===== config.mk =====
export PLATFORM = sky130hd
export DESIGN_NAME = flt_job_dispatcher
export DESIGN_NICKNAME = d
export VERILOG_FILES = /design/src/rtl/flt_pkg.sv /design/src/rtl/flt_dispatch_timer.sv /design/src/rtl/flt_job_dispatcher.sv
export SDC_FILE = /design/constraint.sdc
export NUM_CORES = 1
export LEC_CHECK = 0
export CAP_MARGIN = 20
export CORE_ASPECT_RATIO = 1.1
export CORE_UTILIZATION = 50
export DETAILED_ROUTE_END_ITERATION = 6
export DONT_BUFFER_PORTS = 1
export GPL_TIMING_DRIVEN = 1
export PLACE_DENSITY = 0.69
export SYNTH_ARGS = -nofsm -noshare
export SYNTH_HDL_FRONTEND = slang
export SYNTH_SLANG_ARGS = --single-unit

===== constraint.sdc =====
create_clock -name clk -period 5.8 [get_ports clk]
set_input_delay 1.16 -clock clk [delete_from_list [all_inputs] [get_ports clk]]
set_output_delay 1.16 -clock clk [all_outputs]
set_load 0.1 [all_outputs]

===== src/rtl/flt_pkg.sv =====
// Shared definitions for the fltflt job dispatcher.
//   - FSM state codes (plain 3-bit constants so older netlists and
//     waveform scripts keep the same encodings)
//   - byte offsets of the operands and the result inside the processor's
//     data-memory window, relative to BASE_ADDR
//   - fp16 field layout
//   - wr_byte(): picks the byte that goes out on each write cycle
package flt_pkg;

  localparam logic [2:0] S_IDLE   = 3'd0;
  localparam logic [2:0] S_WR     = 3'd1;
  localparam logic [2:0] S_LAUNCH = 3'd2;
  localparam logic [2:0] S_WAIT   = 3'd3;
  localparam logic [2:0] S_RD_HI  = 3'd4;
  localparam logic [2:0] S_RD_LO  = 3'd5;
  localparam logic [2:0] S_HOLD   = 3'd6;
  localparam logic [2:0] S_OUT    = 3'd7;

  localparam logic [7:0] OFS_F1_HI  = 8'd0;
  localparam logic [7:0] OFS_F1_LO  = 8'd1;
  localparam logic [7:0] OFS_F2_HI  = 8'd2;
  localparam logic [7:0] OFS_F2_LO  = 8'd3;
  localparam logic [7:0] OFS_RES_HI = 8'd4;
  localparam logic [7:0] OFS_RES_LO = 8'd5;

  localparam int FP16_SIGN_W = 1;
  localparam int FP16_EXP_W  = 5;
  localparam int FP16_MANT_W = 10;
  localparam int FP16_BIAS   = 15;

  typedef struct packed {
    logic [FP16_SIGN_W-1:0] sign;
    logic [FP16_EXP_W-1:0]  exp;
    logic [FP16_MANT_W-1:0] mant;
  } fp16_t;

  // Write order is MSB byte first: flt1 hi, flt1 lo, flt2 hi, flt2 lo.
  function automatic logic [7:0] wr_byte(input fp16_t f1, input fp16_t f2,
                                         input logic [1:0] idx);
    logic [7:0] b;
    case (idx)
      2'd0:    b = f1[15:8];
      2'd1:    b = f1[7:0];
      2'd2:    b = f2[15:8];
      default: b = f2[7:0];
    endcase
    return b;
  endfunction

endpackage


===== src/rtl/flt_dispatch_timer.sv =====
// Launch-to-done cycle counter with timeout detection.
// Ports:
//   clk, reset   - clock, synchronous active-high reset (count -> 0)
//   clr          - zero the counter (asserted in the launch cycle)
//   en           - count this cycle (asserted in every wait cycle)
//   count        - wait cycles elapsed so far, saturating at all-ones
//   expired      - the cycle being counted now is the TIMEOUT_CYC-th one
module flt_dispatch_timer #(
  parameter int CYC_W       = 16,
  parameter int TIMEOUT_CYC = 25000
) (
  input  logic             clk,
  input  logic             reset,
  input  logic             clr,
  input  logic             en,
  output logic [CYC_W-1:0] count,
  output logic             expired
);

  always_ff @(posedge clk) begin
    if (reset) begin
      count <= '0;
    end else if (clr) begin
      count <= '0;
    end else if (en && (count != '1)) begin
      count <= count + 1'b1;
    end
  end

  // count holds the cycles already finished, so the current cycle is
  // number count+1; flagging it here lets the FSM leave on exactly the
  // TIMEOUT_CYC-th wait cycle while the counter lands on TIMEOUT_CYC.
  assign expired = en && (32'(count) >= 32'(TIMEOUT_CYC - 1));

endmodule


===== src/rtl/flt_job_dispatcher.sv =====
// Upstream feeder for the fltflt half-precision add processor.
// Takes an fp16 operand pair, writes it into the processor's data memory
// at BASE_ADDR..+3 (MSB byte first), releases cpu_start, waits for
// cpu_done (or a timeout), reads the sum from BASE_ADDR+4/+5, halts the
// processor again and presents sum, cycle count and timeout flag.
// Ports:
//   clk, reset              - clock, synchronous active-high reset
//   in_valid/in_ready       - operand stream handshake
//   in_flt1, in_flt2        - fp16 operands
//   mem_addr/mem_wdata/mem_we - data-memory port (byte wide)
//   mem_rdata               - combinational read data for mem_addr
//   cpu_start               - 1 holds the processor, 0 lets it run
//   cpu_done                - processor finished
//   out_valid/out_ready     - result stream handshake
//   out_flt3                - fp16 sum (0 on timeout)
//   out_timeout             - job aborted
//   out_cycles              - wait cycles from launch to done, saturating
//   busy                    - a job is in flight
module flt_job_dispatcher
  import flt_pkg::*;
#(
  parameter int BASE_ADDR   = 128,
  parameter int TIMEOUT_CYC = 25000,
  parameter int CYC_W       = 16,
  parameter int START_HOLD  = 2
) (
  input  logic             clk,
  input  logic             reset,
  input  logic             in_valid,
  output logic             in_ready,
  input  logic [15:0]      in_flt1,
  input  logic [15:0]      in_flt2,
  output logic [7:0]       mem_addr,
  output logic [7:0]       mem_wdata,
  output logic             mem_we,
  input  logic [7:0]       mem_rdata,
  output logic             cpu_start,
  input  logic             cpu_done,
  output logic             out_valid,
  input  logic             out_ready,
  output logic [15:0]      out_flt3,
  output logic             out_timeout,
  output logic [CYC_W-1:0] out_cycles,
  output logic             busy
);

  localparam logic [7:0]  BASE     = 8'(BASE_ADDR);
  localparam logic [15:0] HOLD_END = 16'(START_HOLD - 1);

  logic [2:0]  state;
  logic [15:0] step;
  fp16_t       op1;
  fp16_t       op2;
  logic        accept;
  logic        timer_clr;
  logic        timer_en;
  logic        timer_expired;

  assign in_ready  = (state == S_IDLE) && !reset;
  assign accept    = in_valid && in_ready;
  assign mem_we    = (state == S_WR);
  assign cpu_start = !((state == S_LAUNCH) || (state == S_WAIT));
  assign out_valid = (state == S_OUT);
  assign busy      = (state != S_IDLE);
  assign timer_clr = (state == S_LAUNCH);
  assign timer_en  = (state == S_WAIT);

  flt_dispatch_timer #(
    .CYC_W       (CYC_W),
    .TIMEOUT_CYC (TIMEOUT_CYC)
  ) u_timer (
    .clk     (clk),
    .reset   (reset),
    .clr     (timer_clr),
    .en      (timer_en),
    .count   (out_cycles),
    .expired (timer_expired)
  );

  // Operands are pure data: captured on accept, no reset needed.
  always_ff @(posedge clk) begin
    if (accept) begin
      op1 <= fp16_t'(in_flt1);
      op2 <= fp16_t'(in_flt2);
    end
  end

  // mem_addr/mem_wdata are registers loaded one cycle ahead of the state
  // that uses them, so they hold their last value whenever unused and the
  // memory sees a glitch-free address.
  always_ff @(posedge clk) begin
    if (reset) begin
      state       <= S_IDLE;
      step        <= '0;
      mem_addr    <= '0;
      mem_wdata   <= '0;
      out_flt3    <= '0;
      out_timeout <= 1'b0;
    end else begin
      case (state)
        S_IDLE: begin
          if (accept) begin
            state     <= S_WR;
            step      <= '0;
            mem_addr  <= BASE + OFS_F1_HI;
            mem_wdata <= in_flt1[15:8];
          end
        end
        // ---- write phase: four bytes on consecutive cycles ----
        S_WR: begin
          if (step[1:0] == 2'd3) begin
            state <= S_LAUNCH;
          end else begin
            step      <= step + 16'd1;
            mem_addr  <= BASE + {6'd0, step[1:0] + 2'd1};
            mem_wdata <= wr_byte(op1, op2, step[1:0] + 2'd1);
          end
        end
        // ---- launch: one cycle, a leftover done from the last job is ignored ----
        S_LAUNCH: begin
          state <= S_WAIT;
        end
        // ---- wait: done has priority over a simultaneous timeout ----
        S_WAIT: begin
          if (cpu_done) begin
            state    <= S_RD_HI;
            mem_addr <= BASE + OFS_RES_HI;
          end else if (timer_expired) begin
            state       <= S_HOLD;
            step        <= '0;
            out_flt3    <= '0;
            out_timeout <= 1'b1;
          end
        end
        // ---- read phase ----
        S_RD_HI: begin
          out_flt3[15:8] <= mem_rdata;
          mem_addr       <= BASE + OFS_RES_LO;
          state          <= S_RD_LO;
        end
        S_RD_LO: begin
          out_flt3[7:0] <= mem_rdata;
          step          <= '0;
          state         <= S_HOLD;
        end
        // ---- hold: keep the processor halted before the next launch ----
        S_HOLD: begin
          if (step == HOLD_END) begin
            state <= S_OUT;
          end else begin
            step <= step + 16'd1;
          end
        end
        // ---- output: hold results until the consumer takes them ----
        default: begin
          if (out_ready) begin
            state       <= S_IDLE;
            out_timeout <= 1'b0;
          end
        end
      endcase
    end
  end

endmodule


==> run metrics, run 1 <==
Synth Area per Inst 9.51 um^2; Largest stage delay, worst path 1000 ps; Sw Ratio 48.4%; Routed Antenna Nets 0; number of global-route vias before repair 3218; min Tclk post-route 3890 ps; Nets 502; sequential group share of total power 50.5%; crit path kind flop to primary output; reg2reg path depth 7; CTS Hold Bufs 0; die area 9230 um^2; Reg clk slew, reported paths 100 ps; width of the die 91.7 um; Hold Slack 503 ps; Setup Buffers After CTS 0; leakage 1.53 nW; post-synthesis instance total 465; antenna violations before repair 0; reg-to-reg endpoint state[1]; PortBufs 0; # fillers 788; clock power share 19.4%; drt total wl 9990 um; Synth top cells by count dfxtp_1, nor2_1, nand2_1; clk_lat worst skew 370 ps; Final setup viols 0; Syn Std Cell Area 4420 um^2; Setup crit end kind primary output; Hold Path Class flop to flop; maximum number of pins on one net before global-route repair 53; reg2reg start u_timer.count[0]; Startpoint Class flop; CP max stage cell nor2_2; WL/cell 17.7 um; Max-cap violations 0; most used flip-flop cell after synthesis dfxtp_1; DR vias 3464; Setup crit start state[2]; EDFF count, synth 32; CTS Buf Count 9; Fin. Hold Viols 0; Distinct cells, synth 57; Via density 6.12; GRT Total Usage 21.6%; DR DRC count 0; worst slew pin tran 1140 ps; PwrDens 477 nW/um^2; clock skew 16.3 ps; internal power 1.15 mW; Placed Area 4460 um^2; first-pass GRT wire length 15800 um; asr flop ratio synth 0%; share of cells above drive strength 1 7.69%; Worst Path Arrival 2730 ps; Max Used Layer met4; clock sink total 96; Yosys reg bits 96; GPL Wtd Cong 0.849; Row Count 35; RSZ-0062 raised after global routing no; Seq/Total Area, Yosys 50.7%; count leader, synth dfxtp_1; Warnings, synthesis 0; Net Switching 1.08 mW; worst setup margin 1910 ps; drt first pass iters 5; outcome finished clean; boundary pin count 99; CTS H-Tree Depth 3; crit path capture in_ready; Met2 Wirelength 4870 um; post-DP HPWL 6850 um; initial drt markers 178; routed wl met3 790 um; Comb pwr share 30.1%; Max clock buf depth 2; Max FO, Critical Path 21; top-area cell type share of the netlist area 29.0%; die height 101 um; routed metal-1 wirelength 4200 um; top cells by area, synth dfxtp_1, edfxtp_1, nor2_1; fmax 0.257 GHz; setup TNS 0 ps; CP cell instances or3_1, nor2_2; ant diodes 0; area grow syn2layout 6.00%; worst slack, placed 2330 ps; initial core utilization 52.1%; Rel. slew slack 23.7%; period utilization 67.1%; core outline area 8500 um^2; worst path required time 4640 ps; gr ovfl total 0; VDD IR-drop max 0.295 mV; CTS resizes 0; fin. max-slew vios 0; CTS tree built; CTS root buffer clkbuf_8; fin area 4690 um^2; reg-to-reg setup timing slack 2840 ps; post-synth top area cell dfxtp_1
-- critical path, delay by kind of cell, from the launching register on --
family | cells | cell delay [ps]
DFF | 1 | 510
and+or+nand+nor | 2 | 1850
-- cell type report --
class | instances | area [um^2] | share of cell area (%)
Sequential cell | 96 | 2240 | 47.8
Timing Repair Buffer | 4 | 70.1 | 1.49
Multi-Input combinational cell | 331 | 2010 | 42.9
Clock buffer | 9 | 124 | 2.64
Inverter | 8 | 30.0 | 0.640
Clock inverter | 7 | 73.8 | 1.57
Tap cell | 111 | 139 | 2.96
-- routing by layer --
metal | vias up | global-route usage (%)
met5 | - | 0
met3 | 13 | 6.03
met1 | 1629 | 26.9
li1 | 1691 | -
met4 | 0 | 7.09
met2 | 131 | 36.2
-- cell usage in the layout (no fill, tap or decap), types with 7 or more instances in the layout --
master     n
nand3_1   29
o21ai_0   23
inv_1      8
xor2_1    12
a21oi_1   29
edfxtp_1  32
nand2_1   46
clkbuf_8   9
a22oi_1   16
nor2_1    50
ha_1       7
dfxtp_1   64
a31oi_1    8
a311oi_1  12
a222oi_1   8
-- sequential cells by signal, summed over array words and instances (netlist names) --
register and flops:
op2 16, u_timer.count 16, op1 16, mem_wdata 8
step 16, state 3, out_timeout 1, mem_addr 4
out_flt3 16
-- metrics by stage --
stage / util (%) / std cells / power, mW
final: 55.2 / 566 / 2.24
after global routing: 55.2 / 566 / 2.34
after CTS: 54.8 / 564 / 2.24
after detailed placement: 52.5 / 548 / 1.81
after global placement: 52.1 / 547 / 1.77
after floorplan: - / 468 / 1.69
-- power by group through the flow --
stage          sequential (mW)  combinational (mW)  clock, mW
5_1_grt                   1.14               0.731      0.466
3_5_place_dp              1.15               0.662          0
3_3_place_gp              1.14               0.629          0
6_report                  1.13               0.673      0.433
2_1_floorplan             1.11               0.578          0
4_1_cts                   1.13               0.663      0.443
-- cells by family (layout without fill, tap and decap cells) --
| family | count (synthesis) | count (layout) | share of synthesized area, % |
|---|---|---|---|
| AND/OR/NAND/NOR | 180 | 180 | 20.0 |
| AO/OA/AOI/OAI | 123 | 123 | 19.7 |
| flip-flops | 96 | 96 | 50.7 |
| buffers and inverters | 41 | 28 | 4.19 |
| XOR/XNOR | 15 | 15 | 2.97 |
| adder cells (fa/ha/maj) | 7 | 7 | 1.98 |
| multiplexers | 2 | 2 | 0.453 |
| other | 1 | 4 | 0.0848 |
-- worst min path at each step --
stage	from	end	slack [ps]	cells past startpoint
floorplan	step[15]	step[15]	450	1
global placement	step[15]	step[15]	460	1
detailed placement	step[15]	step[15]	490	1
CTS	step[15]	step[15]	510	1
global route	step[15]	step[15]	530	1
finish	step[15]	step[15]	500	1
Power figures use the tool's default switching activity.
==> inputs of run 2 (changes only) <==
- clock period: 5.8 -> 3.6 ns (I/O delays scaled with it)
==> run metrics, run 2 (synthesis results as in run 1) <==
outcome finished clean; number of global-route vias before repair 3327; Max FO, Critical Path 17; Routed Antenna Nets 0; drt first pass iters 5; Met2 Wirelength 4710 um; Rel. slew slack 30.1%; clock sink total 96; most common cell after layout, fill and taps aside dfxtp_1; fmax 0.346 GHz; Setup Buffers After CTS 0; worst path required time 2880 ps; reg2reg start state[0]; placed instance count 568; worst slew pin tran 1050 ps; PortBufs 0; CTS Hold Bufs 0; DR DRC count 0; # fillers 757; CTS resizes 0; WL/cell 17.0 um; initial core utilization 52.1%; GRT Total Usage 22.4%; CTS tree built; period utilization 80.2%; routed metal-1 wirelength 4150 um; Nets 521; die area 9230 um^2; Hold Slack 413 ps; Reg clk slew, reported paths 100 ps; Via density 5.94; Buf/Inv on CP 2; non-filler cells, final 585; sequential group share of total power 49.5%; CP cell instances or3b_1, inv_1, buf_4; reg-to-reg endpoint step[4]; internal power 1.91 mW; die height 101 um; crit path kind flop to primary output; width of the die 91.7 um; Crit path max-delay family flip-flops; clk_lat worst skew 370 ps; drt total wl 9940 um; leakage 1.63 nW; CP max stage cell dfxtp_1; CTS H-Tree Depth 3; share of cells above drive strength 1 11.4%; Comb pwr share 29.8%; core outline area 8500 um^2; Final setup viols 0; reg2reg path depth 6; gr ovfl total 0; Startpoint Class flop; Max clock buf depth 2; setup TNS 0 ps; ant diodes 0; clock skew 8.00 ps; Hold Startpoint reset; VDD IR-drop max 0.438 mV; area grow syn2layout 8.60%; Setup crit end kind primary output; Max Used Layer met4; boundary pin count 99; min Tclk post-route 2890 ps; CTS Buf Count 9; Final Power 3.64 mW; Hold Path End step[13]; CTS root buffer clkbuf_8; GPL Wtd Cong 0.844; RSZ-0062 raised after global routing no; most frequent cells in the layout dfxtp_1, nor2_1, nand2_1; Stages on worst setup path 3; Fin. Hold Viols 0; fin. max-slew vios 0; first-pass GRT wire length 16400 um; routed wl met3 940 um; PwrDens 758 nW/um^2; antenna violations before repair 0; Hold Path Class input port to flop; Largest stage delay, worst path 640 ps; Sw Ratio 47.4%; post-DP HPWL 6800 um; maximum number of pins on one net before global-route repair 53; Max-cap violations 0; Row Count 35; reg-to-reg setup timing slack 890 ps; initial drt markers 248; Worst Path Arrival 2170 ps; DR vias 3477; Net Switching 1.73 mW; depth of the worst hold-timing path 1; clock power share 20.7%
[run 2: worst max-delay path by stage]
stage / from / to / slack, ps
6_report: state[0] / mem_we / 710
5_1_grt: state[0] / mem_we / 570
4_1_cts: state[0] / mem_we / 700
3_5_place_dp: state[0] / step[4] / 910
3_3_place_gp: state[0] / step[4] / 970
2_1_floorplan: state[0] / in_ready / 180
[run 2: routing by layer]
metal  vias up  global-route usage (%)
li1       1716                       -
met1      1621                    29.2
met2       128                    35.6
met3        12                    6.79
met4         0                    8.05
met5         -                       0
[run 2: area by class of cell]
type	count	area [um^2]	area share, %
flip-flops and latches	96	2240	46.7
clock buffers	9	124	2.58
multi-input cells	331	2010	41.8
well taps	111	139	2.89
clock inverters	7	86.3	1.80
repair buffers	23	173	3.59
inverters	8	30.0	0.625
[run 2: metrics by stage]
stage / util (%) / worst slack [ps] / cell area, um^2
floorplan: - / 177 / 4440
global placement: 54.0 / 967 / 4590
detailed placement: 54.0 / 914 / 4590
CTS: 56.5 / 705 / 4800
global route: 56.6 / 566 / 4800
finish: 56.6 / 712 / 4800
[run 2: power by group through the flow]
stage | logic [mW] | registers, mW | clock network (mW)
6_report | 1.08 | 1.80 | 0.753
5_1_grt | 1.18 | 1.82 | 0.811
4_1_cts | 1.08 | 1.80 | 0.769
3_5_place_dp | 1.08 | 1.83 | 0
3_3_place_gp | 1.06 | 1.82 | 0
2_1_floorplan | 0.931 | 1.78 | 0
